`src/rtl/instr_mem_loader.sv`:
```
// instr_mem_loader: loads a length-prefixed, XOR-checksummed byte stream into instruction RAM
module instr_mem_loader #(
  parameter int MAX_WORDS = 1024,
  parameter int AW = 10
) (
  input  logic          clk,
  input  logic          reset,
  input  logic          start,
  input  logic          rx_valid,
  input  logic [7:0]    rx_byte,
  output logic          rx_ready,
  output logic          wr_en,
  output logic [AW-1:0] wr_addr,
  output logic [31:0]   wr_data,
  output logic          cpu_hold,
  output logic          done,
  output logic          error
);
  localparam logic [2:0] IDLE = 3'd0, LEN_HI = 3'd1, LEN_LO = 3'd2, DATA = 3'd3,
                         CHECK = 3'd4, DONE = 3'd5, ERR = 3'd6;
  logic [2:0] state;
  logic [7:0] len_hi, csum;
  logic [15:0] len, wcnt, n;
  logic [1:0] bcnt;
  logic [23:0] sh;
  logic acc, bad_len;
  always_comb begin
    rx_ready = state == LEN_HI || state == LEN_LO || state == DATA || state == CHECK;
    cpu_hold = rx_ready || state == ERR;
    done = state == DONE;
    error = state == ERR;
    acc = rx_valid && rx_ready;
    n = {len_hi, rx_byte};
    bad_len = n == 16'd0 || 17'(n) > 17'(MAX_WORDS);
  end
  always_ff @(posedge clk or posedge reset) begin
    if (reset) begin
      state <= IDLE;
      len_hi <= '0;
      len <= '0;
      wcnt <= '0;
      bcnt <= '0;
      csum <= '0;
      sh <= '0;
      wr_en <= 1'b0;
      wr_addr <= '0;
      wr_data <= '0;
    end else begin
      wr_en <= 1'b0;
      case (state)
        IDLE, DONE, ERR:
          if (start) begin
            state <= LEN_HI;
            wcnt <= '0;
            bcnt <= '0;
            csum <= '0;
          end
        LEN_HI:
          if (acc) begin
            len_hi <= rx_byte;
            state <= LEN_LO;
          end
        LEN_LO:
          if (acc) begin
            len <= n;
            state <= bad_len ? ERR : DATA;
          end
        DATA:
          if (acc) begin
            csum <= csum ^ rx_byte;
            bcnt <= bcnt + 2'd1;
            sh <= {sh[15:0], rx_byte};
            // Fourth byte of a word: commit it; the final word also ends the data phase
            if (bcnt == 2'd3) begin
              wr_en <= 1'b1;
              wr_data <= {sh, rx_byte};
              wr_addr <= AW'(wcnt);
              wcnt <= wcnt + 16'd1;
              if (wcnt + 16'd1 == len) state <= CHECK;
            end
          end
        CHECK:
          if (acc) state <= rx_byte == csum ? DONE : ERR;
        default: state <= IDLE;
      endcase
    end
  end
endmodule
```
`config.mk`:
```
export PLATFORM = sky130hd
export DESIGN_NAME = instr_mem_loader
export DESIGN_NICKNAME = d
export VERILOG_FILES = /design/src/rtl/instr_mem_loader.sv
export SDC_FILE = /design/constraint.sdc
export NUM_CORES = 1
export LEC_CHECK = 0
export CORE_MARGIN = 10
export CORE_UTILIZATION = 57
export DETAILED_ROUTE_END_ITERATION = 6
export MAX_ROUTING_LAYER = met4
export PLACE_DENSITY = 0.86
export SYNTH_ARGS = -nofsm -noshare
export SYNTH_HDL_FRONTEND = slang
export SYNTH_SLANG_ARGS = --single-unit
```
`constraint.sdc`:
```
create_clock -name clk -period 5.1 [get_ports clk]
set_input_delay 1.275 -clock clk [delete_from_list [all_inputs] [get_ports clk]]
set_output_delay 1.275 -clock clk [all_outputs]
set_load 0.05 [all_outputs]
```
=== Word-level counts from Yosys, hierarchy flattened ===
Index checks and enable logic that the tools add are counted.

* Output and inout port bits: 47
* Word-level logic and storage cells: 70
* Input port bits: 12
* Register bits: 120

* Eq/ne operators: 16
* Order comparisons: 1
* Muxes and demuxes: 23
* Add/subtract/negate cells: 2
* Bitwise operators: 1
* Reduce and logical (&&, ||, !) cells: 17

{| class="wikitable"
|+ Operator list
! kind !! count
|-
| 2-to-1 mux 16 bit || 3
|-
| case mux 16 bit (2 select lines) || 1
|-
| 2-to-1 mux 3 bit || 8
|-
| adder 16 x 1 -> 16 bit, second input constant || 1
|-
| equality test 16 bit || 1
|-
| > comparator 16 x 11 -> 1 bit, second input constant || 1
|-
| logical NOT 16 bit || 1
|-
| 2-to-1 mux 8 bit || 2
|-
| case mux 8 bit (2 select lines) || 1
|-
| case mux 3 bit (5 select lines) || 1
|-
| inequality test 2 bit, second input constant || 5
|-
| equality test 3 bit, second input constant || 3
|-
| equality test 8 bit || 1
|-
| XOR 8 bit || 1
|-
| AND reduction 7 bit || 1
|-
| equality test 3 x 2 -> 1 bit, second input constant || 2
|-
| 2-to-1 mux 2 bit || 3
|-
| AND reduction 2 bit || 3
|-
| AND reduction 3 bit || 2
|-
| logical OR 1 bit || 5
|-
| inequality test 2 x 1 -> 1 bit, second input constant || 2
|-
| case mux 2 bit (2 select lines) || 1
|-
| AND reduction 4 bit || 1
|-
| equality test 3 x 1 -> 1 bit, second input constant || 1
|-
| other kinds (7) || 9
|}

=== Logic depth before layout (Yosys ltp) ===
Gate-level depths: netlist of the first run.

* Word-level depth: 7
* Depth in mapped cells: 9
* Mapped depth without buffers: 7

=== Least setup slack after synthesis of the first run ===
OpenSTA, ideal clock, no wires.

* Kind: register -> output
* Start point: reg state[0]
* End point: out cpu_hold
* Data required time: 3.825 ns
* Slack: 1.874 ns
* Stages on the path, launching flop included: 4
* Data arrival time: 1.951 ns
* Path buffers: 0
* Cells stage by stage: dfrtp_1 > or2_2 > xor2_1 > or2_2

* Word-level cells in the longest chain between the ends: 5
* Elaborated cells between the ends (all ways): 9
* Classes of those cells: eq/ne: 5; reduce/logical: 4

{| class="wikitable"
|+ RTL lines
! element !! RTL line !! RTL
|-
| from (decl) || 21 || <nowiki>logic [2:0] state;</nowiki>
|-
| from (signal assigned) || 66 || <nowiki>state <= bad_len ? ERR : DATA;</nowiki>
|-
| from (signal assigned) || 83 || <nowiki>if (acc) state <= rx_byte == csum ? DONE : ERR;</nowiki>
|-
| equality test 3 x 1 -> 1 bit / equality test 3 x 2 -> 1 bit (equally long branches) || 28 || <nowiki>rx_ready = state == LEN_HI || state == LEN_LO || state == DATA || state == CHECK;</nowiki>
|-
| logical OR 1 bit (2 in a row) || 28 ||
|-
| logical OR 1 bit (*) || 28 ||
|-
| via rx_ready || 11 || <nowiki>output logic rx_ready,</nowiki>
|-
| logical OR 1 bit (*) || 29 || <nowiki>cpu_hold = rx_ready || state == ERR;</nowiki>
|-
| to (decl) || 15 || <nowiki>output logic cpu_hold,</nowiki>
|}

Mark *: on every way through the listed nets, which the timed path passes. The rest lies on a longest branch.

=== Worst setup path after layout of the first run ===
* Start point: reg state[0]
* End point: out cpu_hold

* Word-level cells in the longest chain between the ends: 5
* Elaborated cells between the ends (all ways): 9
* Classes of those cells: eq/ne: 5; reduce/logical: 4

{| class="wikitable"
|+ RTL lines
! element !! RTL line
|-
| equality test 3 x 1 -> 1 bit / equality test 3 x 2 -> 1 bit (equally long branches) || 28
|-
| logical OR 1 bit (3 in a row) || 28
|-
| logical OR 1 bit (*) || 29
|}

Mark *: on every way between the ends. The rest lies on a longest branch, timed or not.

==> results by group, run 1 <==
Outcome
  – Status: complete, no violations

Logic synthesis
  – Cell count after synthesis: 600
  – Net Count, Synth: 614
  – Post-synthesis sequential area ratio: 53.4%
  – Mapped cell area: 0.00562 mm^2
  – #FFs+latches synth: 120
  – Post-synth ARST share: 100%
  – Yosys cell types: 56
  – Yosys warnings: 0
  – Syn_area_per_cell: 9.37 um^2
  – Post-synth EDFFs: 0
  – Synth Flop Type: dfrtp_1

Clock network
  – Clk_lat worst skew: 0.52 ns
  – Max Root-Sink Buffers: 2
  – # resized after CTS: 0
  – H-Tree Depth: 4
  – CTS Buf Count: 17
  – Hold_buf cts: 0
  – CTS Sinks: 120
  – Clock Pin Slew Worst Setup and Hold Paths: 0.06 ns
  – Clk root buf: clkbuf_8
  – CTS tree: built
  – Post-CTS Setup Repair Bufs: 0

Critical path
  – Worst r2r dst: wcnt[2]$_DFFE_PP0P_
  – Crit path max fanout: 17
  – CP max stage delay: 0.70 ns
  – CP max stage cell: clkdlybuf4s50_1
  – Type of origin of the critical path: flip-flop
  – Reg2Reg Setup Slack: 2.31 ns
  – WS Path Type: reg2out
  – Critical Path Most Common Cell: or2_2
  – Required @ worst endpoint: 3.83 ns
  – Worst path arrival time: 2.60 ns
  – Crit path max-delay family: buffers and inverters
  – Worst-case reg-to-reg path depth: 6
  – Worst flop-to-flop path startpoint: state[1]$_DFFE_PP0P_
  – Worst setup EP type: output port
  – CP cell instances: or2_2 -> xor2_1 -> or2_2 -> clkdlybuf4s50_1
  – CP Buf/Inv Count: 1

Route
  – Final ANT Viol Nets: 0
  – Via density: 5.75
  – DRT iter0 DRCs: 429
  – Max layer used: met4
  – Drt pass-1 iters: 5
  – Final wirelength: 13200 um
  – DR WL/cell: 16.6 um
  – Routed wl met3: 1030 um
  – Remaining DRCs: 0
  – Met2 routed WL: 6230 um
  – Vias: 4575
  – Post-Route M1 WL: 5680 um

Final layout
  – Most common cell after layout, fill and taps aside: nand2_1
  – Area Overhead vs Synth: 21.5%
  – Non-Filler Instances: 796
  – # diodes: 0
  – Commonest non-fill, non-tap cells in the layout: 216 x nand2_1, 120 x dfrtp_1, 58 x clkdlybuf4s50_1
  – Layout net count: 664
  – Layout cell share with drive strength beyond 1: 11.3%
  – Design Area, Final: 0.00683 mm^2

Global routing
  – Largest net degree at the start of global routing: 80
  – Gr ovfl total: 0
  – Antenna violations before repair: 0
  – First-pass GRT wire length: 22400 um
  – Vias in the first global route: 4510
  – Global Route Usage Sum: 19.4%

Power
  – Clock share of power: 31.2%
  – Sw frac: 35.9%
  – Switching power: 1.31 mW
  – Cell-internal power: 2.35 mW
  – Power Dens Cells: 536 mW/mm^2
  – P_leak: 3.22 nW
  – Sequential Power Share: 39.4%
  – Gate power share: 29.3%
  – Maximum vdd drop: 0.571 mV
  – Total Power: 3.66 mW

STA
  – Slew Limit Fails: 0
  – Slew margin rel.: 15.0%
  – Final setup fails: 0
  – Final Cycle Share: 76.0%
  – Min cycle time layout: 3.87 ns
  – Setup TNS: 0 ns
  – Least-Margin Pin Slew: 1.24 ns
  – Max Fclk: 258 MHz
  – Final-report hold violation count: 0
  – Clock skew: 0.0104 ns
  – Unrepaired setup endpoints after global routing: false

Min path
  – Min-delay src: wr_data[30]$_DFFE_PP0P_
  – Hold EP: wr_data[30]$_DFFE_PP0P_
  – Worst Hold Class: reg2reg
  – Hold Path Stages: 2

Flow run
  – Max-cap violations: 0

Floorplanning
  – Die X: 119 um
  – IO Count: 59
  – Initial Util: 58.1%
  – Die ar.: 0.0142 mm^2
  – Chip height: 119 um
  – Row count: 36
  – Core Box Area: 0.00968 mm^2

Placement
  – DP Cell Count: 764
  – DP HPWL: 8660 um
  – Routability cong.: 0.875
  – Dpl cell area: 0.00626 mm^2
  – I/O Buffers: 58
metal layers:
layer	GRT usage [%]	vias up
met5	-	-
met4	7.32	0
met2	29.0	200
li1	-	2119
met3	5.29	36
met1	24.7	2220
stage by stage:
stage,utilization (%),hold slack [ns],setup slack [ns]
5_1_grt,70.5,0.497,1.13
3_5_place_dp,64.6,0.462,1.22
3_3_place_gp,64.6,0.455,1.32
6_report,70.5,0.470,1.23
2_1_floorplan,-,0.439,0.639
4_1_cts,70.5,0.477,1.22
worst reg2reg max path: cells and delay by family (launching register included):
kind / cells / cell delay (ns)
simple gates: 3 / 0.68
mux: 1 / 1.02
flops: 1 / 0.60
compound gates: 2 / 0.38
registers in the layout, summed over array words and instances, names as in the netlist:
| name | flops |
|---|---|
| wr_data | 32 |
| sh | 24 |
| len | 16 |
| wcnt | 16 |
| wr_addr | 10 |
| csum | 8 |
| len_hi | 8 |
| state | 3 |
| bcnt | 2 |
| wr_en | 1 |
how the worst max path moves through the flow:
| stage | end | startpoint | depth (start not counted) |
|---|---|---|---|
| detailed placement | wcnt[15]$_DFFE_PP0P_ | rx_valid | 9 |
| finish | cpu_hold | state[0]$_DFFE_PP0P_ | 4 |
| global route | cpu_hold | state[0]$_DFFE_PP0P_ | 4 |
| floorplan | bcnt[0]$_DFFE_PP0P_ | reset | 1 |
| global placement | wcnt[10]$_DFFE_PP0P_ | rx_valid | 9 |
| CTS | cpu_hold | state[0]$_DFFE_PP0P_ | 4 |
power groups by stage:
stage	clock network, mW	logic (mW)	registers (mW)
after global placement	0	1.02	1.43
after global routing	1.20	1.18	1.48
final	1.14	1.07	1.44
after CTS	1.15	1.08	1.44
after floorplan	0	0.730	1.48
after detailed placement	0	1.06	1.45
area by class of cell:
cell class,count,area [um^2]
fillers,654,2850
flip-flops and latches,120,3000
clock buffers,19,442
repair buffers,63,618
inverters,5,21.3
clock inverters,13,133
well taps,133,166
multi-input cells,443,2450
cells by family after synthesis:
family | count (synthesis) | share of synthesized area, %
XOR/XNOR | 31 | 5.07
AND/OR/NAND/NOR | 296 | 23.1
buffers and inverters | 37 | 3.05
AO/OA/AOI/OAI | 86 | 9.41
multiplexers | 28 | 5.54
flip-flops | 120 | 53.4
adder cells (fa/ha/maj) | 2 | 0.445
Yosys cell counts (4+ instances only):
cell	count	share of area, %
nor3_1	5	0.44
o21ai_0	47	4.2
buf_2	8	0.71
nor4_1	4	0.44
dfrtp_1	120	53
nor2b_1	4	0.44
a22o_1	4	0.62
o41ai_1	6	0.93
mux2_2	25	5.0
a21oi_1	9	0.80
xor2_1	9	1.4
clkbuf_1	19	1.3
and2_1	4	0.44
inv_1	4	0.27
nand3_1	6	0.53
nor2_1	25	1.7
nand2_1	216	14
o31ai_1	4	0.53
xnor2_1	21	3.3
buf_4	4	0.53
nand4_1	6	0.67
No activity file was read; power rests on OpenSTA's default activity.
==> run 2, diff against run 1 <==
clock period = 4.03 ns   (was 5.1 ns; I/O delays follow)
==> results by group, run 2 (synthesized netlist as in run 1, its figures left out) <==
Clock network
  – Post-CTS Setup Repair Bufs: 0 (unchanged)
  – Hold_buf cts: 0 (unchanged)
  – Max Root-Sink Buffers: 2 (unchanged)
  – # resized after CTS: 0 (unchanged)
  – CTS Buf Count: 17 (unchanged)
  – CTS tree: built
  – Clk root buf: clkbuf_8
  – H-Tree Depth: 4 (unchanged)
  – CTS Sinks: 120 (unchanged)
  – Clk_lat worst skew: 0.52 ns (about the same)
  – Clock Pin Slew Worst Setup and Hold Paths: 0.06 ns (about the same)

STA
  – Slew margin rel.: 18.5% (+3.5 points)
  – Final setup fails: 0 (unchanged)
  – Setup TNS: 0 ns (unchanged)
  – Final-report hold violation count: 0 (unchanged)
  – Clock skew: 0.00969 ns (-0.000754 ns)
  – Slew Limit Fails: 0 (unchanged)
  – Least-Margin Pin Slew: 1.19 ns (-0.0507 ns)
  – Max Fclk: 274 MHz
  – Unrepaired setup endpoints after global routing: false
  – Final Cycle Share: 90.7%
  – Min cycle time layout: 3.66 ns

Power
  – Sw frac: 35.1% (-0.77 points)
  – Clock share of power: 31.3% (about the same)
  – Switching power: 1.63 mW (+24%)
  – P_leak: 3.23 nW (+0.26%)
  – Gate power share: 29.3% (about the same)
  – Sequential Power Share: 39.5% (about the same)
  – Cell-internal power: 3.01 mW (+28%)
  – Maximum vdd drop: 0.586 mV (+2.7%)
  – Power Dens Cells: 675 mW/mm^2 (+26%)

Floorplanning
  – Die X: 119 um (unchanged)
  – Chip height: 119 um (unchanged)
  – Row count: 36 (unchanged)
  – IO Count: 59 (unchanged)
  – Core Box Area: 0.00968 mm^2 (unchanged)
  – Die ar.: 0.0142 mm^2 (unchanged)
  – Initial Util: 58.1% (unchanged)

Route
  – Via density: 5.60 (-2.5%)
  – Final ANT Viol Nets: 0 (unchanged)
  – Vias: 4471 (-2.3%)
  – DR WL/cell: 16.6 um (about the same)
  – DRT iter0 DRCs: 476 (+11%)
  – Remaining DRCs: 0 (unchanged)
  – Final wirelength: 13300 um (+0.25%)
  – Drt pass-1 iters: 5 (unchanged)

Final layout
  – Layout net count: 666 (+0.30%)
  – Max FFs per register: 32 (unchanged)
  – Non-Filler Instances: 798 (+0.25%)
  – Layout cell share with drive strength beyond 1: 11.6% (+0.27 points)
  – Regs by FF count: wr_data x32, sh x24
  – Area Overhead vs Synth: 22.0%
  – Commonest non-fill, non-tap cells in the layout: 216 x nand2_1, 120 x dfrtp_1, 58 x clkdlybuf4s50_1
  – Largest register by flop count: wr_data
  – # diodes: 0 (unchanged)
  – Most common cell after layout, fill and taps aside: nand2_1

Critical path
  – Worst-case reg-to-reg path depth: 6 (unchanged)
  – Worst r2r dst: wcnt[13]$_DFFE_PP0P_
  – Worst flop-to-flop path startpoint: state[1]$_DFFE_PP0P_
  – Critical Path Most Common Cell: or2_2
  – Reg2Reg Setup Slack: 1.29 ns (-1.02 ns)
  – WS Path Type: reg2out
  – CP max stage delay: 0.71 ns (about the same)
  – CP Depth: 4 (unchanged)
  – Crit path max fanout: 17 (unchanged)
  – Type of origin of the critical path: flip-flop
  – Required @ worst endpoint: 3.02 ns (-0.81 ns)
  – Worst setup EP type: output port
  – CP cell instances: or2_2 -> xor2_1 -> or2_2 -> clkdlybuf4s50_1
  – CP Buf/Inv Count: 1 (unchanged)
  – CP max stage cell: clkdlybuf4s50_1
  – Worst path arrival time: 2.65 ns (+0.05 ns)
  – Crit path max-delay family: buffers and inverters

Global routing
  – Global Route Usage Sum: 19.5% (+0.13 points)
  – First-pass GRT wire length: 22200 um (-0.99%)
  – Gr ovfl total: 0 (unchanged)
  – Antenna violations before repair: 0 (unchanged)
  – Vias in the first global route: 4459 (-1.1%)
  – Largest net degree at the start of global routing: 72 (-10%)

Flow run
  – Max-cap violations: 0 (unchanged)

Outcome
  – Status: complete, no violations

Min path
  – Hold EP: wr_data[28]$_DFFE_PP0P_
  – Worst Hold Class: reg2reg
  – Min-delay src: sh[20]$_DFFE_PP0P_
  – Hold Path Stages: 2 (unchanged)

Placement
  – I/O Buffers: 58 (unchanged)
  – Routability cong.: 0.900 (+2.8%)
  – DP HPWL: 8660 um (about the same)
  – DP Cell Count: 766 (+0.26%)
-- run 2: cell types whose count changed in the layout (fill, tap and decap cells not counted), sizes merged --
| cell | delta |
|---|---|
| buf | +2 |
| clkinv | +3 |
| clkbuf | -1 |
| inv | -5 |
| clkinvlp | +2 |
| bufinv | +1 |
-- run 2: layout make-up --
class                           count  area, um^2
Sequential cell                   120        3000
Fill cell                         688        2820
Multi-Input combinational cell    443        2450
Tap cell                          133         166
Clock buffer                       18         428
Inverter                            5        22.5
Clock inverter                     14         148
Timing Repair Buffer               65         646
-- run 2: worst max path at each step --
stage / start / endpoint
global placement: rx_valid / wcnt[8]$_DFFE_PP0P_
global route: state[0]$_DFFE_PP0P_ / cpu_hold
finish: state[0]$_DFFE_PP0P_ / cpu_hold
detailed placement: rx_valid / wcnt[15]$_DFFE_PP0P_
CTS: state[0]$_DFFE_PP0P_ / cpu_hold
floorplan: state[0]$_DFFE_PP0P_ / cpu_hold
-- run 2: routing by layer --
metal  global-route usage, %  vias up  routed length (um)
li1                        -     2136                   -
met1                    24.8     2145                5830
met2                    29.4      172                6330
met3                    4.91       18                 931
met4                    7.77        0                 157
met5                       -        -                   0
-- run 2: power by group through the flow --
stage	Combinational [mW]	Sequential, mW	Clock (mW)
after global routing	1.49	1.87	1.52
after global placement	1.30	1.82	0
after detailed placement	1.34	1.84	0
after floorplan	0.924	1.88	0
after CTS	1.36	1.82	1.47
final	1.36	1.83	1.45
-- run 2: per-stage QoR --
step / utilization (%) / setup slack (ns) / hold slack, ns / total power, mW / instance area, um^2
4_1_cts: 70.9 / 0.375 / 0.474 / 4.65 / 6860
5_1_grt: 70.9 / 0.282 / 0.497 / 4.89 / 6860
3_3_place_gp: 64.9 / 0.675 / 0.453 / 3.12 / 6290
2_1_floorplan: - / 1.07 / 0.439 / 2.80 / 5630
6_report: 70.9 / 0.375 / 0.472 / 4.63 / 6860
3_5_place_dp: 64.9 / 0.629 / 0.454 / 3.18 / 6290
-- run 2: worst register-to-register path, cell delays in order, from the launching register on --
cell     delay (ns)
dfrtp_1        0.60
nor2b_1        0.39
nor3_1         0.09
nor2_1         0.14
mux2i_1        0.98
o21ai_0        0.28
o21ai_0        0.16
==> run 3, diff against run 2 <==
CORE_MARGIN = not set   (was 10)
CTS_CLUSTER_SIZE = 14   (was not set)
==> results by group, run 3 (synthesized netlist as in run 1, its figures left out) <==
STA
  – Max Fclk: 276 MHz (+0.93%)
  – Final setup margin: 0.408 ns (+0.0337 ns)
  – Slew Limit Fails: 0 (unchanged)
  – Least-Margin Pin Slew: 1.31 ns (+0.118 ns)
  – Slew margin rel.: 10.4% (-8.1 points)
  – Final-report hold violation count: 0 (unchanged)
  – Setup TNS: 0 ns (unchanged)
  – Unrepaired setup endpoints after global routing: false
  – Final Cycle Share: 89.9% (-0.84 points)
  – Clock skew: 0.00554 ns (-0.00416 ns)
  – Min cycle time layout: 3.62 ns (-0.0337 ns)
  – Final setup fails: 0 (unchanged)

Floorplanning
  – IO Count: 59 (unchanged)
  – Die X: 101 um (-15%)
  – Initial Util: 59.7% (+1.7 points)
  – Core Box Area: 0.00942 mm^2 (-2.8%)
  – Row count: 35 (-2.8%)
  – Chip height: 101 um (-15%)
  – Die ar.: 0.0103 mm^2 (-28%)

Final layout
  – Regs by FF count: wr_data x32, sh x24
  – Area Overhead vs Synth: 22.6%
  – Layout net count: 666 (unchanged)
  – Commonest non-fill, non-tap cells in the layout: 216 x nand2_1, 120 x dfrtp_1, 58 x clkdlybuf4s50_1
  – Layout cell share with drive strength beyond 1: 11.6% (unchanged)
  – Most common cell after layout, fill and taps aside: nand2_1
  – # diodes: 0 (unchanged)
  – Non-Filler Instances: 794 (-0.50%)
  – Max FFs per register: 32 (unchanged)
  – Largest register by flop count: wr_data

Critical path
  – Source of the critical timing path: state[0]$_DFFE_PP0P_
  – Crit path max fanout: 17 (unchanged)
  – Worst path arrival time: 2.61 ns (-0.04 ns)
  – Type of origin of the critical path: flip-flop
  – Reg2Reg Setup Slack: 1.14 ns (-0.15 ns)
  – WS Path Type: reg2out
  – CP endpoint: cpu_hold
  – Worst-case reg-to-reg path depth: 6 (unchanged)
  – Worst r2r dst: wcnt[6]$_DFFE_PP0P_
  – Worst flop-to-flop path startpoint: state[1]$_DFFE_PP0P_
  – Required @ worst endpoint: 3.02 ns (about the same)
  – Worst setup EP type: output port

Min path
  – Worst Hold Class: reg2reg

Route
  – Final ANT Viol Nets: 0 (unchanged)
  – Final wirelength: 13600 um (+2.9%)
  – Vias: 4646 (+3.9%)
  – DR WL/cell: 17.2 um (+3.4%)
  – Remaining DRCs: 0 (unchanged)
  – DRT iter0 DRCs: 429 (-9.9%)
  – Via density: 5.85 (+4.4%)
  – Drt pass-1 iters: 6 (+1)

Global routing
  – Antenna violations before repair: 0 (unchanged)
  – Largest net degree at the start of global routing: 85 (+18%)
  – Gr ovfl total: 0 (unchanged)
  – Global Route Usage Sum: 29.4% (+9.9 points)
  – First-pass GRT wire length: 22400 um (+0.93%)
  – Vias in the first global route: 4573 (+2.6%)

Clock network
  – CTS tree: built
  – CTS Buf Count: 17 (unchanged)
  – Clk root buf: clkbuf_8
  – CTS Sinks: 120 (unchanged)
  – H-Tree Depth: 4 (unchanged)
  – Clk_lat worst skew: 0.52 ns (about the same)
  – Hold_buf cts: 0 (unchanged)
  – Post-CTS Setup Repair Bufs: 0 (unchanged)
  – Max Root-Sink Buffers: 2 (unchanged)
  – # resized after CTS: 0 (unchanged)
  – Clock Pin Slew Worst Setup and Hold Paths: 0.06 ns (about the same)

Placement
  – DP Cell Count: 762 (-0.52%)
  – I/O Buffers: 58 (unchanged)
  – Pre-CTS worst setup slack: 0.536 ns (-0.0937 ns)
  – Routability cong.: 0.831 (-7.7%)
  – DP HPWL: 8270 um (-4.5%)

Power
  – Power Dens Cells: 698 mW/mm^2 (+3.4%)
  – Maximum vdd drop: 0.751 mV (+28%)
  – P_leak: 3.25 nW (+0.69%)

Flow run
  – Max-cap violations: 0 (unchanged)

Outcome
  – Status: complete, no violations
## run 3: cell types whose count changed in the layout (fill, tap and decap cells not counted)
| cell | previous run | this run |
|---|---|---|
| inv_6 | 3 | 6 |
| buf_4 | 6 | 7 |
| bufinv_16 | 2 | 4 |
| clkinv_4 | 3 | 4 |
| clkinv_2 | 4 | 1 |
| clkbuf_8 | 2 | 1 |
| buf_12 | 1 | 0 |
| clkinvlp_4 | 3 | 1 |
## run 3: where the power goes
part | internal (mW) | switching (mW) | total (mW)
registers | 1.53 | 0.303 | 1.83
clock network | 1.02 | 0.580 | 1.60
logic | 0.574 | 0.807 | 1.38
## run 3: layer usage
layer	wire length (um)	GRT usage (%)	vias to the layer above
met3	980	4.35	33
li1	-	-	2121
met4	269	12.4	0
met5	0	-	-
met1	5610	37.9	2259
met2	6770	46.7	233
## run 3: how the worst min path moves through the flow
stage | from | slack [ns] | endpoint | cells after the start
finish | sh[16]$_DFFE_PP0P_ | 0.47 | wr_data[24]$_DFFE_PP0P_ | 2
global route | sh[20]$_DFFE_PP0P_ | 0.49 | wr_data[28]$_DFFE_PP0P_ | 2
CTS | sh[16]$_DFFE_PP0P_ | 0.47 | wr_data[24]$_DFFE_PP0P_ | 2
detailed placement | sh[20]$_DFFE_PP0P_ | 0.46 | wr_data[28]$_DFFE_PP0P_ | 2
global placement | sh[21]$_DFFE_PP0P_ | 0.45 | wr_data[29]$_DFFE_PP0P_ | 2
floorplan | sh[16]$_DFFE_PP0P_ | 0.44 | wr_data[24]$_DFFE_PP0P_ | 2
## run 3: worst max-delay path, stage by stage, from the launching register on
cell and delay (ns):
dfrtp_1 0.55, or2_2 0.40, xor2_1 0.16, or2_2 0.28, clkdlybuf4s50_1 0.70
## run 3: metrics by stage
stage	hold slack (ns)	instance area, um^2	util [%]	power [mW]
2_1_floorplan	0.439	5630	-	2.80
3_3_place_gp	0.454	6270	66.6	3.11
3_5_place_dp	0.456	6270	66.6	3.17
4_1_cts	0.468	6900	73.2	4.81
5_1_grt	0.488	6900	73.2	5.02
6_report	0.465	6900	73.2	4.81
## run 3: final cells by class
cell class	instances	area (um^2)
Clock buffer	17	414
Clock inverter	15	213
Fill cell	636	2520
Inverter	5	22.5
Multi-Input combinational cell	443	2450
Sequential cell	120	3000
Tap cell	129	161
Timing Repair Buffer	65	633
